===== src/rtl/ripple_ide_pkg.sv =====
// Shared types and default timing for the RIPPLE IDE PIO sequencer.
package ripple_ide_pkg;

    typedef enum logic [2:0] {
        StIdle,
        StSetup,
        StStrobe,
        StAck,
        StRecover
    } ide_state_e;

    localparam int unsigned DefSetupCyc    = 1;
    localparam int unsigned DefStrobeFast  = 2;
    localparam int unsigned DefStrobeSlow  = 4;
    localparam int unsigned DefRecoveryCyc = 2;
    localparam int unsigned DefTimeoutCyc  = 200;

    localparam int unsigned PhaseW = 4;
    localparam int unsigned WaitW  = 8;

    typedef logic [PhaseW-1:0] phase_t;
    typedef logic [WaitW-1:0]  wait_t;

    // Terminal phase count for a phase lasting 'cycles' clocks; 0 behaves as 1.
    function automatic phase_t last_phase(input int unsigned cycles);
        return (cycles == 0) ? phase_t'(0) : phase_t'(cycles - 1);
    endfunction

endpackage


===== src/rtl/ide_iordy_sync.sv =====
// Two-flop synchronizer for the drive's IORDY; resets to ready so an
// undriven (pulled-up) IORDY never stalls an access.
module ide_iordy_sync (
    input  logic clk_i,
    input  logic rst_i,
    input  logic d_i,
    output logic q_o
);

    logic [1:0] sync_q;

    // Shift IORDY through two flops to settle metastability.
    always_ff @(posedge clk_i or posedge rst_i) begin
        if (rst_i) begin
            sync_q <= 2'b11;
        end else begin
            sync_q <= {sync_q[0], d_i};
        end
    end

    assign q_o = sync_q[1];

endmodule


===== src/rtl/ide_pio_sequencer.sv =====
// Turns one 68000 bus cycle into timed IDE chip-select, IOR_n/IOW_n and DTACK.
module ide_pio_sequencer
    import ripple_ide_pkg::*;
#(
    parameter int unsigned SETUP_CYC    = DefSetupCyc,
    parameter int unsigned STROBE_FAST  = DefStrobeFast,
    parameter int unsigned STROBE_SLOW  = DefStrobeSlow,
    parameter int unsigned RECOVERY_CYC = DefRecoveryCyc,
    parameter int unsigned TIMEOUT_CYC  = DefTimeoutCyc
) (
    input  logic CLK,
    input  logic RESET,
    input  logic AS_n,
    input  logic UDS_n,
    input  logic LDS_n,
    input  logic RW,
    input  logic ide_access,
    input  logic ide_enable,
    input  logic cs_sel,
    input  logic FAST,
    input  logic IORDY,
    output logic IDECS1_n,
    output logic IDECS2_n,
    output logic IOR_n,
    output logic IOW_n,
    output logic DTACK,
    output logic busy,
    output logic timeout
);

    localparam phase_t SetupLast    = last_phase(SETUP_CYC);
    localparam phase_t FastLast     = last_phase(STROBE_FAST);
    localparam phase_t SlowLast     = last_phase(STROBE_SLOW);
    localparam phase_t RecoveryLast = last_phase(RECOVERY_CYC);
    localparam wait_t  TimeoutVal   = wait_t'(TIMEOUT_CYC);

    ide_state_e state_q, state_d;
    phase_t     phase_q, phase_d;
    wait_t      wait_q, wait_d;
    logic       rw_q, rw_d, sel_q, sel_d, fast_q, fast_d, timeout_q, timeout_d;
    logic       cs1_n_q, cs1_n_d, cs2_n_q, cs2_n_d, ior_n_q, ior_n_d, iow_n_q, iow_n_d;
    logic       dtack_q, dtack_d, busy_q, busy_d;
    logic       iordy_s, start, cs_active;
    phase_t     strobe_last;

    ide_iordy_sync u_iordy_sync (
        .clk_i (CLK),
        .rst_i (RESET),
        .d_i   (IORDY),
        .q_o   (iordy_s)
    );

    assign start       = !AS_n && ide_access && ide_enable && (!UDS_n || !LDS_n);
    assign strobe_last = fast_q ? FastLast : SlowLast;

    // Next-state sequencing, plus output levels decoded from the next state so
    // every pin comes straight from a flop.
    always_comb begin
        state_d   = state_q;
        phase_d   = phase_q;
        wait_d    = wait_q;
        rw_d      = rw_q;
        sel_d     = sel_q;
        fast_d    = fast_q;
        timeout_d = timeout_q;
        unique case (state_q)
            StIdle: begin
                if (start) begin
                    state_d = StSetup;
                    phase_d = '0;
                    wait_d  = '0;
                    rw_d    = RW;
                    sel_d   = cs_sel;
                    fast_d  = FAST;
                end
            end
            StSetup: begin
                if (AS_n) begin
                    state_d = StRecover;
                    phase_d = '0;
                end else if (phase_q == SetupLast) begin
                    state_d = StStrobe;
                    phase_d = '0;
                end else begin
                    phase_d = phase_q + phase_t'(1);
                end
            end
            StStrobe: begin
                if (AS_n) begin
                    state_d = StRecover;
                    phase_d = '0;
                end else if (phase_q != strobe_last) begin
                    phase_d = phase_q + phase_t'(1);
                end else if (iordy_s) begin
                    state_d = StAck;
                end else begin
                    // Drive not ready: stretch the strobe, bounded by the timeout.
                    wait_d = wait_q + wait_t'(1);
                    if (wait_d == TimeoutVal) begin
                        timeout_d = 1'b1;
                        state_d   = StAck;
                    end
                end
            end
            StAck: begin
                if (AS_n) begin
                    state_d = StRecover;
                    phase_d = '0;
                end
            end
            StRecover: begin
                if (phase_q == RecoveryLast) begin
                    state_d = StIdle;
                end else begin
                    phase_d = phase_q + phase_t'(1);
                end
            end
            default: state_d = StIdle;
        endcase

        cs_active = (state_d == StSetup) || (state_d == StStrobe) || (state_d == StAck);
        cs1_n_d   = !(cs_active && !sel_d);
        cs2_n_d   = !(cs_active && sel_d);
        // Reads keep IOR_n low through ACK; writes release IOW_n on ACK entry.
        ior_n_d   = !(((state_d == StStrobe) || (state_d == StAck)) && rw_d);
        iow_n_d   = !((state_d == StStrobe) && !rw_d);
        dtack_d   = (state_d == StAck);
        busy_d    = (state_d != StIdle);
    end

    // State, latched access attributes and registered pin levels.
    always_ff @(posedge CLK or posedge RESET) begin
        if (RESET) begin
            state_q   <= StIdle;
            phase_q   <= '0;
            wait_q    <= '0;
            rw_q      <= 1'b0;
            sel_q     <= 1'b0;
            fast_q    <= 1'b0;
            timeout_q <= 1'b0;
            cs1_n_q   <= 1'b1;
            cs2_n_q   <= 1'b1;
            ior_n_q   <= 1'b1;
            iow_n_q   <= 1'b1;
            dtack_q   <= 1'b0;
            busy_q    <= 1'b0;
        end else begin
            state_q   <= state_d;
            phase_q   <= phase_d;
            wait_q    <= wait_d;
            rw_q      <= rw_d;
            sel_q     <= sel_d;
            fast_q    <= fast_d;
            timeout_q <= timeout_d;
            cs1_n_q   <= cs1_n_d;
            cs2_n_q   <= cs2_n_d;
            ior_n_q   <= ior_n_d;
            iow_n_q   <= iow_n_d;
            dtack_q   <= dtack_d;
            busy_q    <= busy_d;
        end
    end

    assign IDECS1_n = cs1_n_q;
    assign IDECS2_n = cs2_n_q;
    assign IOR_n    = ior_n_q;
    assign IOW_n    = iow_n_q;
    assign DTACK    = dtack_q;
    assign busy     = busy_q;
    assign timeout  = timeout_q;

endmodule


===== config.mk =====
export PLATFORM = sky130hd
export DESIGN_NAME = ide_pio_sequencer
export DESIGN_NICKNAME = d
export VERILOG_FILES = /design/src/rtl/ripple_ide_pkg.sv /design/src/rtl/ide_iordy_sync.sv /design/src/rtl/ide_pio_sequencer.sv
export SDC_FILE = /design/constraint.sdc
export NUM_CORES = 1
export LEC_CHECK = 0
export CORE_ASPECT_RATIO = 0.75
export CORE_UTILIZATION = 50
export DETAILED_ROUTE_END_ITERATION = 6
export PLACE_DENSITY = 0.77
export SYNTH_ARGS = -nofsm -noshare
export SYNTH_HDL_FRONTEND = slang
export SYNTH_SLANG_ARGS = --single-unit

===== constraint.sdc =====
create_clock -name CLK -period 4.41 [get_ports CLK]
set_clock_uncertainty 0.05 [all_clocks]
set_input_delay 1.1025 -clock CLK [delete_from_list [all_inputs] [get_ports CLK]]
set_output_delay 1.1025 -clock CLK [all_outputs]
set_load 0.02 [all_outputs]

-- Word-level counts from Yosys, hierarchy flattened
Cells that the tools add are included.
- bits in registers: 27
- input bits: 11
- output and inout bits: 7
- logic and storage cells: 93
- add/subtract/negate cells: 2
- eq/ne operators: 17
- mux-type cells: 28
- bitwise logic cells: 3
- reduce and logical (&&, ||, !) cells: 29
- operators with widths (operator ; number):
    8-bit 2-to-1 mux ; 4
    4-bit 2-to-1 mux ; 7
    3-bit 2-to-1 mux ; 9
    4-bit case mux with 5 select lines ; 1
    8-bit case mux with 2 select lines ; 1
    3-bit case mux with 5 select lines ; 1
    5-bit AND reduction ; 3
    3-bit by 2-bit == test with 1-bit output (second input constant) ; 4
    2-bit inequality test (second input constant) ; 6
    1-bit logical NOT ; 9
    8-bit by 1-bit adder with 8-bit output (second input constant) ; 1
    8-bit == test (second input constant) ; 1
    1-bit logical AND ; 7
    3-bit by 1-bit == test with 1-bit output (second input constant) ; 2
    5-bit nonzero test ; 1
    4-bit by 1-bit adder with 4-bit output (second input constant) ; 1
    4-bit by 1-bit == test with 1-bit output (second input constant) ; 1
    4-bit logical NOT ; 1
    1-bit logical OR ; 4
    1-bit 2-to-1 mux ; 4
    4-bit by 2-bit inequality test with 1-bit output ; 1
    3-bit == test (second input constant) ; 1
    3-bit logical NOT ; 1
    3-bit inequality test (second input constant) ; 1
    5 further kinds ; 7

-- Depth between registers and ports, before layout
- depth after elaboration: 12
- gate-level depth with buffers: 7
- mapped depth without buffers: 7

-- Cells and area by module
From an unflattened synthesis, not the netlist that was laid out.
- cells, all modules: 139
- area total of the unflattened synthesis: 1462.7 um2
- modules (own cells, without submodules) (module ; instances ; cells each ; area each (um2) ; sequential area each (um2)):
    ide_pio_sequencer ; 1 ; 136 ; 1406.3 ; 630.6
    ide_iordy_sync ; 1 ; 3 ; 56.3 ; 52.6

-- Least setup slack after synthesis
Ideal clock, no wire load.
- path type: input -> register
- from: in AS_n
- to: reg wait_q[2]
- setup time: 0.064 ns
- arrival time: 2.068 ns
- slack: 2.228 ns
- stages on the path: 5
- buffers on the path: 0
- path through: nor2_4 nand3b_1 or3_4 nor4b_2 a21o_1
- word-level cells in the longest chain between the ends: 6
- elaborated cells on any way between the ends: 7
- RTL lines (what ; RTL line ; RTL):
    start: declaration ; ide_pio_sequencer.sv:13 ; input logic AS_n,
    1-bit logical NOT ; ide_pio_sequencer.sv:53 ; assign start = !AS_n && ide_access && ide_enable && (!UDS_n || !LDS_n);
    1-bit logical AND (3 in a row) ; ide_pio_sequencer.sv:53 ;
    2-bit inequality test (no line) ; -- ;
    5-bit AND reduction (no line) * ; -- ;
    end signal: assignment ; ide_pio_sequencer.sv:150 ; wait_q <= wait_d;
    end: declaration ; ide_pio_sequencer.sv:39 ; wait_t wait_q, wait_d;
Mark *: on every way between the ends. The rest lies on a longest branch, timed or not.
A chain may end at the register's enable or synchronous reset.

-- Worst setup path after layout
Ends and elaborated chain as after synthesis.

==> flow_summary.ini <==
[global_route]
antenna_found_initial = 0
grt_pass1_wl_um = 5070
grt_max_degree = 28
grt_usage_pct = 21.1
grt_overflow = 0
grt_pass1_vias = 1085

[synth]
synth_flop_cell = dfrtp_1
syn-num-nets = 162
yosys.cell_types.count = 45
yosysWarnings = 0
async_reset_ff_share_pct = 100
yosysSeqAreaShare_pct = 47.6
netlist_instances = 147
synthesis.area_um2 = 1440
synth_edf_count = 0
syn_avg_cell_area_um2 = 9.76
ys_ff_latch = 27

[worst_setup_path]
worstSetupPathType = in -> reg
r2r-start = phase_q[0]
r2r_end = phase_q[2]
critPathLaunchType = input port
cp.arrival_ns = 2.78
r2r_cells = 7
crit_required_ns = 4.53
crit_fanout = 8
end_kind = flip-flop
rrSetupSlack_ns = 2.37

[layout]
final_common_cell = nand2_1
area_growth_pct = 17.6
n_antenna_cell = 0
layout_common_cells = nand2_1 (22), dfrtp_1 (21), clkdlybuf4s50_1 (17)
post-route-util_pct = 63.4
drive_above_1_share_pct = 13.3
finalNetCount = 182

[clocking]
hold_buffers = 0
cts_tree = built
path_clk_slew_ns = 0.09
clock_sinks = 27
worstSkewPairLatency_ns = 0.27
cts_root_buffer = clkbuf_8
clockBufferDepth = 2
cts_buffers = 3
htree_levels = 1
cts_resized = 0
post-cts-setup-buffer-count = 0

[timing]
min_period_ns = 2.66
slew_viol_final = 0
hold_violations = 0
tns_ns = 0
rsz0062_at_grt = no
fin_crit_sh_pct = 60.3
clock.fmax_mhz = 376
setup_viol = 0
tightest_slew_ns = 1.00
relSlewSlack_pct = 33.2

[floorplan]
initial_utilization_pct = 53.9
die_y_um = 48.4
die_w_um = 63.9
io_pins = 18
die_area_um2 = 3090
core_area_um2 = 2660
rows = 16

[outcome]
outcome = complete, no violations

[drt]
first_iter_violations = 69
vias = 1173
drtPass1Iterations = 4
ant_nets = 0
drc = 0
viasPerCell = 5.81
avgRoutedWirePerCell_um = 14.3
wl_um = 2880

[place]
numPortBuffers = 17
gp_congestion = 0.896
dpl.hpwl_um = 2090

[min_path]
hp-start = u_iordy_sync.sync_q[0]
whs_endpoint = u_iordy_sync.sync_q[1]
min_path_type = reg -> reg
min_delay_path_depth = 0

[flow_run]
drv_cap = 0

[power_and_ir_drop]
leakage_uw = 0.000716
powerDensity_nw_per_um2 = 382
ir_drop_v = 0.000175
[worst max-delay path: stages]
cell and delay [ns]:
clkdlybuf4s50_1 0.50, nor2_4 0.20, and4_1 0.29, o21bai_1 0.31, o21ai_0 0.17, a21o_1 0.20
[kinds of logic (layout without fill, tap and decap cells)]
group | Yosys count | in the layout | share of synthesized area (%)
adder cells (fa/ha/maj) | 4 | 4 | 3.49
AO/OA/AOI/OAI | 33 | 33 | 15.8
multiplexers | 3 | 3 | 2.18
flip-flops | 27 | 27 | 47.6
AND/OR/NAND/NOR | 67 | 67 | 26.6
XOR/XNOR | 2 | 2 | 1.22
buffers and inverters | 11 | 30 | 3.14
[flip-flops by register name (all words and copies together), names as in the netlist, 2 cells and up]
name and cells:
wait_q 8, state_q 3, phase_q 4, u_iordy_sync.sync_q 2
[area by class of cell]
| class | instances | area [µm²] |
|---|---|---|
| inverter | 8 | 30.0 |
| fill | 208 | 975 |
| multi-input combinational | 109 | 707 |
| sequential | 27 | 683 |
| clock buffer | 4 | 45.0 |
| timing repair buffer | 18 | 178 |
| tap | 36 | 45.0 |
[metrics by stage]
| stage | worst slack, ns | std cells | hold WS, ns | cell area, µm² | total power [µW] |
|---|---|---|---|---|---|
| final | 1.75 | 202 | 0.311 | 1690 | 646 |
| after global routing | 1.61 | 202 | 0.314 | 1690 | 686 |
| after CTS | 1.78 | 202 | 0.313 | 1690 | 648 |
| after detailed placement | 1.49 | 198 | 0.299 | 1640 | 511 |
| after global placement | 1.56 | 198 | 0.296 | 1640 | 502 |
| after floorplan | 2.23 | 147 | 0.295 | 1440 | 450 |
[worst max-delay path by stage]
stage               slack, ns         to  startpoint  cells after the start
finish                   1.75  wait_q[2]        AS_n                      6
floorplan                2.23  wait_q[2]        AS_n                      5
detailed placement       1.49  wait_q[2]        AS_n                      6
global route             1.61  wait_q[2]        AS_n                      6
CTS                      1.78  wait_q[2]        AS_n                      6
global placement         1.56  wait_q[7]        AS_n                      7
[report_power, final]
group	total, µW	leakage [µW]	internal (µW)	switching, µW
sequential	323	0.000348	284	38.8
combinational	185	0.000345	81.2	104
clock	138	0.0000228	64.7	73.0
total	646	0.000716	430	215
[cell usage after synthesis, drive strengths merged, types with 3 or more instances]
cell | count | area [µm²]
nand2 | 22 | 82.6
dfrtp | 21 | 526
nand3 | 10 | 55.1
o21ai | 10 | 53.8
inv | 8 | 30.0
nor2 | 8 | 37.5
a31oi | 6 | 37.5
dfstp | 6 | 158
a21oi | 4 | 20.0
and2 | 4 | 25.0
ha | 4 | 50.1
nor3 | 4 | 20.0
buf | 3 | 15.0
nor4b | 3 | 32.5
or3b | 3 | 26.3
[layer usage]
layer  global-route usage, %  wire, µm  vias to the layer above
met5                       0         0                        -
met4                    5.68        21                        0
met3                    4.72       207                        4
met2                    31.2      1270                       39
met1                    31.1      1390                      562
li1                        -         -                      568
Note: power is estimated with default switching activity, not from simulation.
